--- config.mk ---
export PLATFORM = sky130hd
export DESIGN_NAME = ps2_key_sequencer_flat
export DESIGN_NICKNAME = d
export VERILOG_FILES = /design/src/rtl/ps2_key_sequencer_if.sv /design/src/rtl/ps2_key_sequencer.sv /design/src/flat_wrapper.sv
export SDC_FILE = /design/constraint.sdc
export NUM_CORES = 1
export LEC_CHECK = 0
export CORE_MARGIN = 2
export CORE_UTILIZATION = 45
export CTS_BUF_LIST = sky130_fd_sc_hd__clkbuf_8 sky130_fd_sc_hd__clkbuf_16
export CTS_CLUSTER_SIZE = 16
export DETAILED_ROUTE_END_ITERATION = 7
export PLACE_DENSITY = 0.72
export REMOVE_ABC_BUFFERS = 1
export SLEW_MARGIN = 25
export SYNTH_ARGS = -nofsm -noshare
export SYNTH_HDL_FRONTEND = slang
export SYNTH_SLANG_ARGS = --single-unit
--- constraint.sdc ---
create_clock -name clk -period 11 [get_ports clk]
set_clock_uncertainty 0.2 [all_clocks]
set_input_delay 2.2 -clock clk [delete_from_list [all_inputs] [get_ports clk]]
set_output_delay 2.2 -clock clk [all_outputs]
set_load 0.005 [all_outputs]
--- src/rtl/ps2_key_sequencer_if.sv ---
// ps2_key_sequencer_if: key-event stream from the PS/2 sequencer to its consumer.
// valid/ready handshake; an entry transfers when keyValid && keyReady.
interface ps2_key_sequencer_if;
    logic [7:0] keyData;
    logic       keyBreak;
    logic       keyValid;
    logic       keyReady;
    modport master (output keyData, keyBreak, keyValid, input keyReady);
    modport slave  (input keyData, keyBreak, keyValid, output keyReady);
endinterface

--- src/rtl/ps2_key_sequencer.sv ---
// ps2_key_sequencer: PS/2 frame deframer, set-2 prefix decoder and ASCII key-event FIFO.
// kbdClk/kbdDataIn are synchronised into clk; falling edges of kbdClk step the frame FSM.
module ps2_key_sequencer #(
    parameter int FIFO_DEPTH     = 8,
    parameter int TIMEOUT_CYCLES = 5000
) (
    input  logic                  clk,
    input  logic                  reset,
    input  logic                  kbdClk,
    input  logic                  kbdDataIn,
    ps2_key_sequencer_if.master   key,
    output logic                  frameError,
    output logic                  overflow
);
    localparam int AW = $clog2(FIFO_DEPTH);
    localparam int TW = $clog2(TIMEOUT_CYCLES + 1);
    localparam logic [AW:0] FULL = (AW+1)'(FIFO_DEPTH);

    typedef enum logic [1:0] {IDLE, DATA, PARITY, STOP} state_t;

    state_t          state_q, state_d;
    logic [1:0]      kclk_q, kdat_q;
    logic            kclk_prev_q;
    logic [2:0]      bit_q, bit_d;
    logic [7:0]      shift_q, shift_d;
    logic            par_q, par_d;
    logic [TW-1:0]   tmo_q, tmo_d;
    logic            byte_v_q, byte_v_d;
    logic [7:0]      byte_q;
    logic            brk_q, brk_d, ext_q, ext_d;
    logic [8:0]      mem_q [FIFO_DEPTH];
    logic [AW-1:0]   wp_q, rp_q;
    logic [AW:0]     cnt_q;
    logic            fall, din, timeout, push, pop, full, wr;
    logic [7:0]      ascii;

    function automatic logic [7:0] map(input logic [7:0] c);
        case (c)
            8'h1C: return "A"; 8'h32: return "B"; 8'h21: return "C"; 8'h23: return "D";
            8'h24: return "E"; 8'h2B: return "F"; 8'h34: return "G"; 8'h33: return "H";
            8'h43: return "I"; 8'h3B: return "J"; 8'h42: return "K"; 8'h4B: return "L";
            8'h3A: return "M"; 8'h31: return "N"; 8'h44: return "O"; 8'h4D: return "P";
            8'h15: return "Q"; 8'h2D: return "R"; 8'h1B: return "S"; 8'h2C: return "T";
            8'h3C: return "U"; 8'h2A: return "V"; 8'h1D: return "W"; 8'h22: return "X";
            8'h35: return "Y"; 8'h1A: return "Z";
            8'h45: return "0"; 8'h16: return "1"; 8'h1E: return "2"; 8'h26: return "3";
            8'h25: return "4"; 8'h2E: return "5"; 8'h36: return "6"; 8'h3D: return "7";
            8'h3E: return "8"; 8'h46: return "9";
            8'h29: return 8'h20; 8'h5A: return 8'h0D; 8'h66: return 8'h08;
            default: return 8'h00;
        endcase
    endfunction

    assign din  = kdat_q[1];
    assign fall = kclk_prev_q & ~kclk_q[1];

    always_comb begin
        state_d    = state_q;
        bit_d      = bit_q;
        shift_d    = shift_q;
        par_d      = par_q;
        byte_v_d   = 1'b0;
        frameError = 1'b0;
        timeout    = state_q != IDLE && !fall && tmo_q == TW'(TIMEOUT_CYCLES - 1);
        tmo_d      = (fall || state_q == IDLE || timeout) ? '0 : tmo_q + 1'b1;
        if (timeout) begin
            state_d    = IDLE;
            frameError = 1'b1;
        end else if (fall) begin
            case (state_q)
                IDLE: begin
                    state_d = din ? IDLE : DATA;
                    bit_d   = '0;
                end
                DATA: begin
                    shift_d = {din, shift_q[7:1]};
                    bit_d   = bit_q + 1'b1;
                    state_d = bit_q == 3'd7 ? PARITY : DATA;
                end
                PARITY: begin
                    par_d   = din;
                    state_d = STOP;
                end
                default: begin
                    state_d    = IDLE;
                    byte_v_d   = din & (^{shift_q, par_q});
                    frameError = ~byte_v_d;
                end
            endcase
        end
    end

    // F0 only marks a release, E0 only marks an extended code; any other byte consumes both flags
    assign ascii = map(byte_q);
    assign push  = byte_v_q && byte_q != 8'hF0 && byte_q != 8'hE0 && !ext_q && ascii != 8'h00;
    assign brk_d = !byte_v_q ? brk_q : byte_q == 8'hF0 ? 1'b1 : byte_q == 8'hE0 ? brk_q : 1'b0;
    assign ext_d = !byte_v_q ? ext_q : byte_q == 8'hE0 ? 1'b1 : byte_q == 8'hF0 ? ext_q : 1'b0;

    assign key.keyValid = cnt_q != '0;
    assign key.keyData  = key.keyValid ? mem_q[rp_q][7:0] : 8'h00;
    assign key.keyBreak = key.keyValid & mem_q[rp_q][8];
    assign pop  = key.keyValid && key.keyReady;
    assign full = cnt_q == FULL;
    assign wr   = push && (!full || pop);

    always_ff @(posedge clk) begin
        if (reset) begin
            kclk_q      <= '1;
            kdat_q      <= '1;
            kclk_prev_q <= 1'b1;
            state_q     <= IDLE;
            bit_q       <= '0;
            shift_q     <= '0;
            par_q       <= 1'b0;
            tmo_q       <= '0;
            byte_v_q    <= 1'b0;
            byte_q      <= '0;
            brk_q       <= 1'b0;
            ext_q       <= 1'b0;
            wp_q        <= '0;
            rp_q        <= '0;
            cnt_q       <= '0;
            overflow    <= 1'b0;
        end else begin
            kclk_q      <= {kclk_q[0], kbdClk};
            kdat_q      <= {kdat_q[0], kbdDataIn};
            kclk_prev_q <= kclk_q[1];
            state_q     <= state_d;
            bit_q       <= bit_d;
            shift_q     <= shift_d;
            par_q       <= par_d;
            tmo_q       <= tmo_d;
            byte_v_q    <= byte_v_d;
            if (byte_v_d) byte_q <= shift_q;
            brk_q       <= brk_d;
            ext_q       <= ext_d;
            wp_q        <= wp_q + AW'(wr);
            rp_q        <= rp_q + AW'(pop);
            cnt_q       <= cnt_q + (AW+1)'(wr) - (AW+1)'(pop);
            if (push && full && !pop) overflow <= 1'b1;
        end
    end

    always_ff @(posedge clk) begin
        if (wr) mem_q[wp_q] <= {brk_q, ascii};
    end
endmodule

--- src/flat_wrapper.sv ---
// flat-port wrapper written by rule: the top's interface ports become plain ports
module ps2_key_sequencer_flat 
#(
    parameter int FIFO_DEPTH     = 8,
    parameter int TIMEOUT_CYCLES = 5000
)
  (clk, reset, kbdClk, kbdDataIn, frameError, overflow, key_keyData, key_keyBreak, key_keyValid, key_keyReady);
  ps2_key_sequencer_if key_i ();
  input  logic clk;
  input  logic reset;
  input  logic kbdClk;
  input  logic kbdDataIn;
  output logic frameError;
  output logic overflow;
  output wire logic [$bits(key_i.keyData)-1:0] key_keyData;
  output wire logic [$bits(key_i.keyBreak)-1:0] key_keyBreak;
  output wire logic [$bits(key_i.keyValid)-1:0] key_keyValid;
  input wire logic [$bits(key_i.keyReady)-1:0] key_keyReady;
  assign key_keyData = key_i.keyData;
  assign key_keyBreak = key_i.keyBreak;
  assign key_keyValid = key_i.keyValid;
  assign key_i.keyReady = key_keyReady;
  ps2_key_sequencer #(.FIFO_DEPTH(FIFO_DEPTH), .TIMEOUT_CYCLES(TIMEOUT_CYCLES)) u_core (.clk(clk), .reset(reset), .kbdClk(kbdClk), .kbdDataIn(kbdDataIn), .key(key_i), .frameError(frameError), .overflow(overflow));
endmodule
==> impl_results.md <==
* Outcome: finished, final reports clean
* Worst EP required at 8600 ps
* F_max at 0.186 GHz
* Post-Synthesis Cells at 591
* Final core utilization at 0.521
* Worst hold path type: reg -> reg
* Arrival time worst endpoint at 2970 ps
* Max-slew violation count at 0
* CTS tree: yes
* Synth area leader: edfxtp_1
* TritonCTS buffer count at 17
* Syn_area_per_cell at 10.8 um^2
* Fin area at 7210 um^2
* Ys async rst share at 0
* Worst Setup Start Kind: register
* Post_cts resized at 0
* Crit Path Category: reg -> out
* Count leader, synth: nor2_1
* Seq. cell area at 3140 um^2
* Largest delay contributor family on the critical path: XOR/XNOR gates
* CTS sink count at 125
* Clock transition at path regs at 50 ps
* Final Hold Fails at 0
* GRT overflow at 0
* Input/output buffers at 15
* Number of hold buffers added after cts at 0
* Slowest Stage Delay on Critical Path at 650 ps
* Initial Utilization at 0.460
* Crit Path Max Fanout at 13
* Synth cell count leaders: nor2_1 (67), edfxtp_1 (64), dfxtp_1 (61)
* First-pass GRT wire length at 22700 um
* Initial antenna violation count at 0
* Yosys Warn Count at 0
* Final WL at 13900 um
* Mean number of vias per cell at 5.72
* Number of post-CTS setup repair buffers at 0
* Main area contributors after synthesis: edfxtp_1 (30%), dfxtp_1 (19%), mux2i_1 (5.7%)
* Distinct cell type count of the synthesized netlist at 66
* Post-synthesis cell area at 6360 um^2
* IO Count at 17
* Detailed-router iteration count before antenna repair at 5
* Initial DRC Count at 610
* Worst Setup SP: u_core.shift_q[3]
* Slew HR at 0.373
* Stages on the worst setup path at 7
* Final setup violation count at 0
* End of the critical path: frameError
* Die ar. at 15100 um^2
* Layout cells sized above 1 at 0.124
* Multi-input gate area at 2970 um^2
* RSZ-0062 raised after global routing: no
* WP buf/inv at 1
* Largest net degree at the start of global routing at 66
* CP max stage cell: dfxtp_1
* Clk Latency, worst-skew pair at 420 ps
* Final Wtd Congestion at 0.902
* Die X at 123 um
* Area after DPL at 6640 um^2
* R2R depth at 11
* Vias in the first global route at 4442
* Leading register cell type out of synthesis: edfxtp_1
* WL per Instance at 17.5 um
* Final net count at 626
* Core box area at 13800 um^2
* Flop2flop setup slack at 6480 ps
* CP Capture Type: primary output
* Fillers at 1176
* Post-synth top area share at 0.302
* Longest Clk Path Bufs at 2
* Post-Route Setup TNS at 0 ps
* Fin crit share at 0.488
* Die Y at 123 um
* Clock root buffer: clkbuf_16
* CTS H-tree depth at 4
* Max cap viols at 0
* Leakage at 2.41 nW
* Dpl hpwl at 9360 um
* Layout area overhead at 13.3%
* Max VDD drop at 0.108 mV
* Placement Rows at 43
* Post-DRT Antenna Nets at 0
* Register area share after synthesis at 0.494
* Cell Chain, Critical Path: xor2_1, xnor3_1, xnor2_1, and2_1, o21ai_0, a32o_1, clkdlybuf4s50_1
* Final min period at 5370 ps
* Post-synth EDFFs at 64
* Least-Margin Pin Slew at 937 ps
* R2r startpoint: u_core.shift_q[3]
* DR DRC count at 0
* DR vias at 4532
* GR Util All Layers at 0.199
* Seq cells post-synth at 125
* # diodes at 0
* Pwr/cell area at 178 nW/um^2
==> state kept, by name (all words and copies together), names as in the netlist, named ones only <==
signal and flops:
u_core.overflow 1, u_core.bit_q 3, u_core.mem_q 64, u_core.rp_q 3
u_core.shift_q 8, u_core.brk_q 1, u_core.state_q 2, u_core.wp_q 3
u_core.byte_v_q 1, u_core.ext_q 1, u_core.tmo_q 13, u_core.kclk_q 2
u_core.par_q 1, u_core.cnt_q 4, u_core.kdat_q 2, u_core.kclk_prev_q 1
u_core.byte_q 8
==> how the worst min path moves through the flow <==
stage | start | end | cells after the start
after CTS | u_core.kclk_q[0] | u_core.kclk_q[1] | 1
after global placement | u_core.kclk_q[0] | u_core.kclk_q[1] | 1
after global routing | u_core.kclk_q[0] | u_core.kclk_q[1] | 1
after floorplan | u_core.kclk_q[0] | u_core.kclk_q[1] | 1
after detailed placement | u_core.kclk_q[0] | u_core.kclk_q[1] | 1
final | u_core.kclk_q[0] | u_core.kclk_q[1] | 1
==> worst register-to-register path: cells and delay by family, from the launching register on <==
family,cells,cell delay [ps]
buf+inv,3,870
xor+xnor,2,810
flops,1,650
mux,3,970
compound gates,2,530
fa+ha+maj,1,380
==> where the power goes <==
| group | internal [mW] | switching, mW |
|---|---|---|
| Clock | 0.331 | 0.207 |
| Combinational | 0.137 | 0.0968 |
| Sequential | 0.496 | 0.0115 |
| Total | 0.964 | 0.316 |
==> area by class of cell <==
cell class                      count  share of cell area
Clock buffer                       17              0.0590
Clock inverter                     15              0.0203
Inverter                           26              0.0135
Multi-Input combinational cell    408               0.412
Sequential cell                   125               0.436
Tap cell                          180              0.0312
Timing Repair Buffer               22              0.0274
==> cell families after synthesis <==
| family | share of synthesized area |
|---|---|
| buffers and inverters | 0.0386 |
| DFF | 0.494 |
| AOI/OAI and AO/OA | 0.0881 |
| other | 0.000590 |
| and+or+nand+nor | 0.171 |
| xor gates and xnor gates | 0.0350 |
| adders and majority gates | 0.0425 |
| muxes | 0.130 |
==> per-stage QoR <==
stage	std cells	worst slack (ps)	power [mW]	hold slack, ps
final	793	5630	1.28	214
after global routing	793	5420	1.34	228
after CTS	793	5620	1.29	217
after detailed placement	761	5360	0.755	202
after global placement	761	5490	0.748	198
after floorplan	559	6620	0.660	189
==> per-layer routing <==
metal	up-vias	wire length [um]	global-route usage
met1	2198	6030	0.251
met5	-	0	0
met3	24	698	0.0632
li1	2148	-	-
met2	162	6900	0.329
met4	0	262	0.0596
==> cell usage in the layout (no fill, tap or decap), types with 7 or more instances in the layout <==
master,instances
xor2_1,8
nor2b_1,20
buf_4,7
o211ai_1,9
clkdlybuf4s50_1,14
nor2_1,67
xnor2_1,12
clkbuf_16,17
inv_1,23
o21ai_0,7
edfxtp_1,64
nand3_1,13
nand2_1,56
mux2i_1,36
nand2b_1,14
a21oi_1,23
dfxtp_1,61
ha_1,20
mux4_2,16
nor3_1,14
(Power assumes the default switching activity.)
